**src/rtl/cpu_sequencer.sv**
```systemverilog
// Multi-cycle FETCH/DECODE/EXEC/MEM/WB control sequencer with memory handshakes,
// retire counter and a sticky trap on illegal instructions or memory timeouts.
module cpu_sequencer #(
    parameter int unsigned TIMEOUT = 16
) (
    input  logic        clk,
    input  logic        rst_n,
    input  logic        start,
    input  logic        imem_ready,
    input  logic        dmem_ready,
    input  logic        reg_write,
    input  logic        mem_read,
    input  logic        mem_write,
    input  logic        mem_to_reg,
    input  logic        branch,
    input  logic        jump,
    input  logic        jump_reg,
    input  logic        illegal,
    input  logic        alu_zero,
    output logic        imem_req,
    output logic        ir_write,
    output logic        alu_en,
    output logic        dmem_req,
    output logic        dmem_we,
    output logic        rf_write,
    output logic        wb_sel,
    output logic        pc_write,
    output logic [1:0]  pc_sel,
    output logic [31:0] retired,
    output logic [2:0]  state,
    output logic        trap
);

    typedef enum logic [2:0] {
        S_IDLE   = 3'd0,
        S_FETCH  = 3'd1,
        S_DECODE = 3'd2,
        S_EXEC   = 3'd3,
        S_MEM    = 3'd4,
        S_WB     = 3'd5,
        S_TRAP   = 3'd6,
        S_BAD    = 3'd7
    } state_t;

    localparam logic [7:0] WAIT_LIMIT = 8'(TIMEOUT - 32'd1);

    state_t      state_r;
    state_t      next_s;
    logic [7:0]  wait_cnt_r;
    logic [31:0] retired_r;
    logic        taken_r;
    logic        jr_r;
    logic        mem_read_r;
    logic        mem_write_r;
    logic        mem_to_reg_r;
    logic        retire_s;
    logic        at_limit_s;
    logic        sel_taken_s;
    logic        sel_jr_s;

    assign at_limit_s = (wait_cnt_r == WAIT_LIMIT);
    assign state      = state_r;
    assign retired    = retired_r;

    // Next-state and strobe decode from the current state.
    always_comb begin
        next_s   = state_r;
        retire_s = 1'b0;
        imem_req = 1'b0;
        ir_write = 1'b0;
        alu_en   = 1'b0;
        dmem_req = 1'b0;
        dmem_we  = 1'b0;
        rf_write = 1'b0;
        wb_sel   = 1'b0;
        trap     = 1'b0;
        case (state_r)
            S_IDLE: begin
                if (start) begin
                    next_s = S_FETCH;
                end else begin
                    next_s = S_IDLE;
                end
            end
            S_FETCH: begin
                imem_req = 1'b1;
                if (imem_ready) begin
                    ir_write = 1'b1;
                    next_s   = S_DECODE;
                end else if (at_limit_s) begin
                    next_s = S_TRAP;
                end else begin
                    next_s = S_FETCH;
                end
            end
            S_DECODE: begin
                if (illegal || (mem_read && mem_write)) begin
                    next_s = S_TRAP;
                end else begin
                    next_s = S_EXEC;
                end
            end
            S_EXEC: begin
                alu_en = 1'b1;
                if (mem_read || mem_write) begin
                    next_s = S_MEM;
                end else if (reg_write) begin
                    next_s = S_WB;
                end else begin
                    retire_s = 1'b1;
                    next_s   = S_FETCH;
                end
            end
            S_MEM: begin
                dmem_req = 1'b1;
                dmem_we  = mem_write_r;
                if (dmem_ready) begin
                    if (mem_read_r) begin
                        next_s = S_WB;
                    end else begin
                        retire_s = 1'b1;
                        next_s   = S_FETCH;
                    end
                end else if (at_limit_s) begin
                    next_s = S_TRAP;
                end else begin
                    next_s = S_MEM;
                end
            end
            S_WB: begin
                rf_write = 1'b1;
                wb_sel   = mem_to_reg_r;
                retire_s = 1'b1;
                next_s   = S_FETCH;
            end
            S_TRAP: begin
                trap   = 1'b1;
                next_s = S_TRAP;
            end
            default: begin
                next_s = S_TRAP;
            end
        endcase
    end

    // A retire straight out of EXEC has not registered taken/jr yet, so use the live terms.
    always_comb begin
        if (state_r == S_EXEC) begin
            sel_taken_s = (branch && alu_zero) || jump || jump_reg;
            sel_jr_s    = jump_reg;
        end else begin
            sel_taken_s = taken_r;
            sel_jr_s    = jr_r;
        end
        pc_write = retire_s;
        if (!retire_s) begin
            pc_sel = 2'd0;
        end else if (sel_jr_s) begin
            pc_sel = 2'd2;
        end else if (sel_taken_s) begin
            pc_sel = 2'd1;
        end else begin
            pc_sel = 2'd0;
        end
    end

    // State register and memory wait counter.
    always_ff @(posedge clk or negedge rst_n) begin
        if (!rst_n) begin
            state_r    <= S_IDLE;
            wait_cnt_r <= 8'd0;
        end else begin
            state_r <= next_s;
            if (next_s != state_r) begin
                wait_cnt_r <= 8'd0;
            end else if ((state_r == S_FETCH && !imem_ready) ||
                         (state_r == S_MEM && !dmem_ready)) begin
                wait_cnt_r <= wait_cnt_r + 8'd1;
            end else begin
                wait_cnt_r <= wait_cnt_r;
            end
        end
    end

    // Decoder bits captured in EXEC so MEM and WB never look at the decoder.
    always_ff @(posedge clk or negedge rst_n) begin
        if (!rst_n) begin
            taken_r      <= 1'b0;
            jr_r         <= 1'b0;
            mem_read_r   <= 1'b0;
            mem_write_r  <= 1'b0;
            mem_to_reg_r <= 1'b0;
        end else if (state_r == S_EXEC) begin
            taken_r      <= (branch && alu_zero) || jump || jump_reg;
            jr_r         <= jump_reg;
            mem_read_r   <= mem_read;
            mem_write_r  <= mem_write;
            mem_to_reg_r <= mem_to_reg;
        end else begin
            taken_r      <= taken_r;
            jr_r         <= jr_r;
            mem_read_r   <= mem_read_r;
            mem_write_r  <= mem_write_r;
            mem_to_reg_r <= mem_to_reg_r;
        end
    end

    // Retired-instruction counter, wraps naturally at 2^32.
    always_ff @(posedge clk or negedge rst_n) begin
        if (!rst_n) begin
            retired_r <= 32'd0;
        end else if (retire_s) begin
            retired_r <= retired_r + 32'd1;
        end else begin
            retired_r <= retired_r;
        end
    end

endmodule

```
**config.mk**
```make
export PLATFORM = sky130hd
export DESIGN_NAME = cpu_sequencer
export DESIGN_NICKNAME = d
export VERILOG_FILES = /design/src/rtl/cpu_sequencer.sv
export SDC_FILE = /design/constraint.sdc
export NUM_CORES = 1
export LEC_CHECK = 0
export BUFFER_PORTS_ARGS = -buffer_cell sky130_fd_sc_hd__buf_2
export CORE_MARGIN = 5
export CORE_UTILIZATION = 26
export CTS_CLUSTER_DIAMETER = 80
export CTS_CLUSTER_SIZE = 14
export DETAILED_ROUTE_END_ITERATION = 8
export GPL_TIMING_DRIVEN = 1
export PLACE_DENSITY_LB_ADDON = 0.05
export SLEW_MARGIN = 20
export SYNTH_ARGS = -nofsm -noshare
export SYNTH_HDL_FRONTEND = slang
export SYNTH_SLANG_ARGS = --single-unit
```
**constraint.sdc**
```tcl
create_clock -name clk -period 3.45 [get_ports clk]
set_clock_uncertainty 0.15 [all_clocks]
set_input_delay 0.345 -clock clk [delete_from_list [all_inputs] [get_ports clk]]
set_output_delay 0.345 -clock clk [all_outputs]
set_load 0.005 [all_outputs]
```
---- Word-level counts from Yosys, hierarchy flattened ----
Cells that the tools add are included.
word-level totals
  word-level logic and storage cells ...... 62
  input bits .............................. 14
  output and inout port bits .............. 46
  register bits ........................... 48
operators by class
  equality and inequality tests ........... 8
  multiplexer cells ....................... 31
  reduce and logical (&&, ||, !) cells .... 13
  $add $sub $neg .......................... 2
operators with widths
  cell                     number
  $add A32 B1 Y32 const B  1
  $mux W3                  7
  $pmux W3 S6              1
  $mux W1                  17
  $mux W8                  2
  $eq A3 B3 Y1 const B     3
  $add A8 B1 Y8 const B    1
  $eq A8 B4 Y1 const B     1
  $eq A3 B2 Y1 const B     2
  $mux W2                  3
  $logic_or A1 B1 Y1       5
  $logic_and A1 B1 Y1      4
  $eq A3 B1 Y1 const B     1
  $logic_not A3 Y1         1
  $ne A3 B3 Y1             1
  $pmux W1 S3              1
  $logic_not A1 Y1         2
  $reduce_bool A2 Y1       1

---- Longest topological paths before layout ----
  depth after elaboration ................. 7
  depth in mapped cells ................... 8
  depth with buffers taken out ............ 6

---- Worst setup path after synthesis ----
OpenSTA, ideal clock, no wires.
  kind .................................... register to output
  start point ............................. register state_r[1], in the netlist state[1]
  end point ............................... output port pc_sel[0]
  data arrival time ....................... 1474 ps
  required time ........................... 2955 ps
  slack ................................... 1481 ps
  stages on the path, launching flop included .. 6
  path buffers ............................ 2
  cells stage by stage .................... dfrtp_1 buf_4 nand3b_4 clkbuf_1 mux2_2 nor3b_1
on the way
  elaborated cells on any way between the ends .. 9
  those cells by class .................... 3 x eq/ne; 6 x mux
RTL lines
  what                    line  RTL
  start, declared         47    state_t state_r;
  start signal, assigned  173   state_r <= next_s;
  $eq A3 B2 Y1            148   if (state_r == S_EXEC) begin
  $mux W1                 148
  net sel_jr_s            59    logic sel_jr_s;
  $mux W2                 158   end else if (sel_jr_s) begin
  $mux W2                 156   if (!retire_s) begin
  end, declared           28    output logic [1:0] pc_sel,
The timed path passes the listed nets, and every way through them passes these cells.

---- Worst setup path after layout ----
  start point ............................. register state_r[0], in the netlist state[0]
  end point ............................... output port pc_sel[0]
on the way
  longest elaborated chain between the ends .. 5
  elaborated cells on any way between the ends .. 9
  those cells by class .................... 3 x eq/ne; 6 x mux
ends and longest elaborated chain
  what          line     RTL
  $eq A3 B2 Y1  77, 148
  $mux W1       148
  $mux W1       160      end else if (sel_taken_s) begin
  $mux W2       158
  $mux W2 (*)   156
Every way passes the cells marked *; elsewhere a longest branch is shown, timed or not.

==> results.yml <==
power:
  power.static_leakage_uw: 0.00150
  max-vdd-ir-drop_mv: 0.166
  p_per_area_nw_per_um2: 324
  power_uw: 977
status:
  status: "completed"
synth:
  synth-main-ff-cell: "dfrtp_1"
  syn_avg_cell_area_um2: 10.7
  synth-edff-count: 0
  yosysTopAreaCell: "dfrtp_1"
  ys_types: 48
  yosysMostFrequentCell: "dfrtp_1"
  synthArstFlopShare_pct: 100
  synth_common_cells: "dfrtp_1, xnor2_1, nand2_1"
  synth_cells: 233
  syn-num-nets: 249
  yosys_warnings: 0
  synth_seq_cells: 48
  seq_area_frac_synth_pct: 48.4
  yosys.area.top_type_share_pct: 48.4
  yosys-top-cells-area: "dfrtp_1, xnor2_1, xor2_1"
  syn_area_um2: 2480
sta:
  finalSetupViolCount: 0
  rsz0062_at_grt: "false"
  fin_crit_sh_pct: 79.0
  worst-slew-pin-transition_ps: 609
  relSlewSlack_pct: 59.4
  clock.fmax_mhz: 367
  period_minus_slack_ps: 2730
  fin_setup_tns_ps: 0
  fin_hold_ws_ps: 92.0
  hold_viol: 0
  setup_slack_ps: 725
  slew_viol_final: 0
layout:
  area_growth_syn_to_layout_pct: 21.3
  fin_cells: 424
  diodes: 0
  nets: 310
  fillers: 987
  drive_above_1_share_pct: 28.5
clocking:
  clk_path_buf_depth: 2
  post_cts_buffers: 0
  cts.htree.levels: 2
  cts_tree: "done"
  cts_buffers: 5
  insertion_delay_ps: 300
  cts_sinks: 48
  postCtsResizedCells: 0
  root_buffer: "clkbuf_8"
  path_clk_slew_ps: 90
  hold_buffers: 1
run:
  cap_violations: 0
floorplanning:
  core_area_um2: 9280
  start_util_pct: 26.7
  die_area_um2: 11600
  num_rows: 35
  die_h_um: 108
  die_w_um: 108
  io_pins: 60
worst_hold_path:
  min_to: "mem_to_reg_r$_DFFE_PN0P_"
  hp-start: "mem_to_reg"
  min_path_cells: 3
  hp-class: "in -> reg"
critical_path:
  cp.required_ps: 2950
  reg2reg_from: "state[0]$_DFF_PN0_"
  arrival_ps: 2230
  cp_max_fo: 17
  crit_type: "reg -> out"
  r2r_setup_slack_ps: 1100
  worst_setup_path_end_kind: "output port"
  r2r_end: "retired[20]$_DFFE_PN0P_"
  rr_worst_depth: 5
  start_kind: "register"
placed_design:
  gp_congestion: 0.750
  hpwl_mm: 4.47
  post-place-ws_ps: 1060
  port_buffers: 59
  placedCellCount: 415
global_route:
  grt_pass1_wl_mm: 10.0
  grt.total_usage_pct: 10.8
  grt_pass1_vias: 1955
  antenna_found_initial: 0
  grt_max_degree: 26
  gr-total-overflow: 0
detailed_routing:
  drt-pass1-iter-count: 4
  vias: 1901
  drt-initial-drc-count: 54
  drc: 0
  routed_wl_mm: 6.05
  postRouteAntennaNets: 0
  wire_per_inst_um: 14.3
  via_per_inst: 4.48
==> cell usage in the layout, fill, tap and decap left out, types with 9 or more instances in the layout <==
cell	instances
and3_1	9
xor2_1	11
buf_2	59
nand3_1	14
dfrtp_1	48
xnor2_1	27
nor2_1	18
nand2_1	21
nand4_1	9
==> power by group <==
part / total, µW / internal, µW / switching [µW] / leakage [µW]
Clock: 362 / 164 / 198 / 0.0000516
Combinational: 40.1 / 15.3 / 24.8 / 0.000808
Sequential: 575 / 568 / 6.82 / 0.000637
==> cell type report <==
type | instances | area (µm²) | share of cell area, %
repair buffers | 61 | 313 | 10.4
flip-flops and latches | 48 | 1200 | 39.9
inverters | 8 | 30.0 | 0.997
well taps | 129 | 161 | 5.36
multi-input cells | 170 | 1210 | 40.2
clock buffers | 6 | 82.6 | 2.74
clock inverters | 2 | 13.8 | 0.457
==> routing by layer <==
| metal | up-vias | routed length, µm | track usage (%) |
|---|---|---|---|
| met2 | 44 | 2660 | 16.3 |
| met5 | - | 0 | 0 |
| li1 | 934 | - | - |
| met4 | 0 | 63 | 2.89 |
| met3 | 6 | 378 | 3.18 |
| met1 | 917 | 2940 | 15.0 |
==> stage by stage <==
step           area, µm²  util [%]
2_1_floorplan       2480         -
3_3_place_gp        2910      31.3
3_5_place_dp        2910      31.3
4_1_cts             3010      32.4
5_1_grt             3010      32.4
6_report            3010      32.4
==> logic make-up (layout without fill, tap and decap cells) <==
| logic type | after synthesis | count (layout) | synth area share [%] |
|---|---|---|---|
| AND/OR/NAND/NOR | 101 | 101 | 23.9 |
| flip-flops | 48 | 48 | 48.4 |
| XOR/XNOR | 38 | 38 | 13.4 |
| AO/OA/AOI/OAI | 24 | 24 | 8.27 |
| buffers and inverters | 15 | 77 | 2.87 |
| multiplexers | 5 | 5 | 2.17 |
| adder cells (fa/ha/maj) | 2 | 2 | 1.01 |
==> sequential cells by signal (all words and copies together) (netlist names) <==
signal        flops
wait_cnt_r        8
retired          32
jr_r              1
mem_write_r       1
state             3
mem_read_r        1
mem_to_reg_r      1
taken_r           1
==> worst max-delay path: stages (launching register included) <==
cell and delay (ps):
dfrtp_1 710, nand3b_4 210, nand2b_4 230, and2_1 300
nor3b_1 310, buf_2 170
==> worst max path at each step <==
stage                      endpoint  slack [ps]               start  cells after the start
after global placement    pc_sel[0]        1080  state[0]$_DFF_PN0_                      5
after detailed placement  pc_sel[0]        1060  state[0]$_DFF_PN0_                      5
after floorplan           pc_sel[0]        1480  state[1]$_DFF_PN0_                      5
after CTS                 pc_sel[0]         720  state[0]$_DFF_PN0_                      5
final                     pc_sel[0]         720  state[0]$_DFF_PN0_                      5
after global routing      pc_sel[0]         530  state[0]$_DFF_PN0_                      5
No activity file was read; power rests on OpenSTA's default activity.
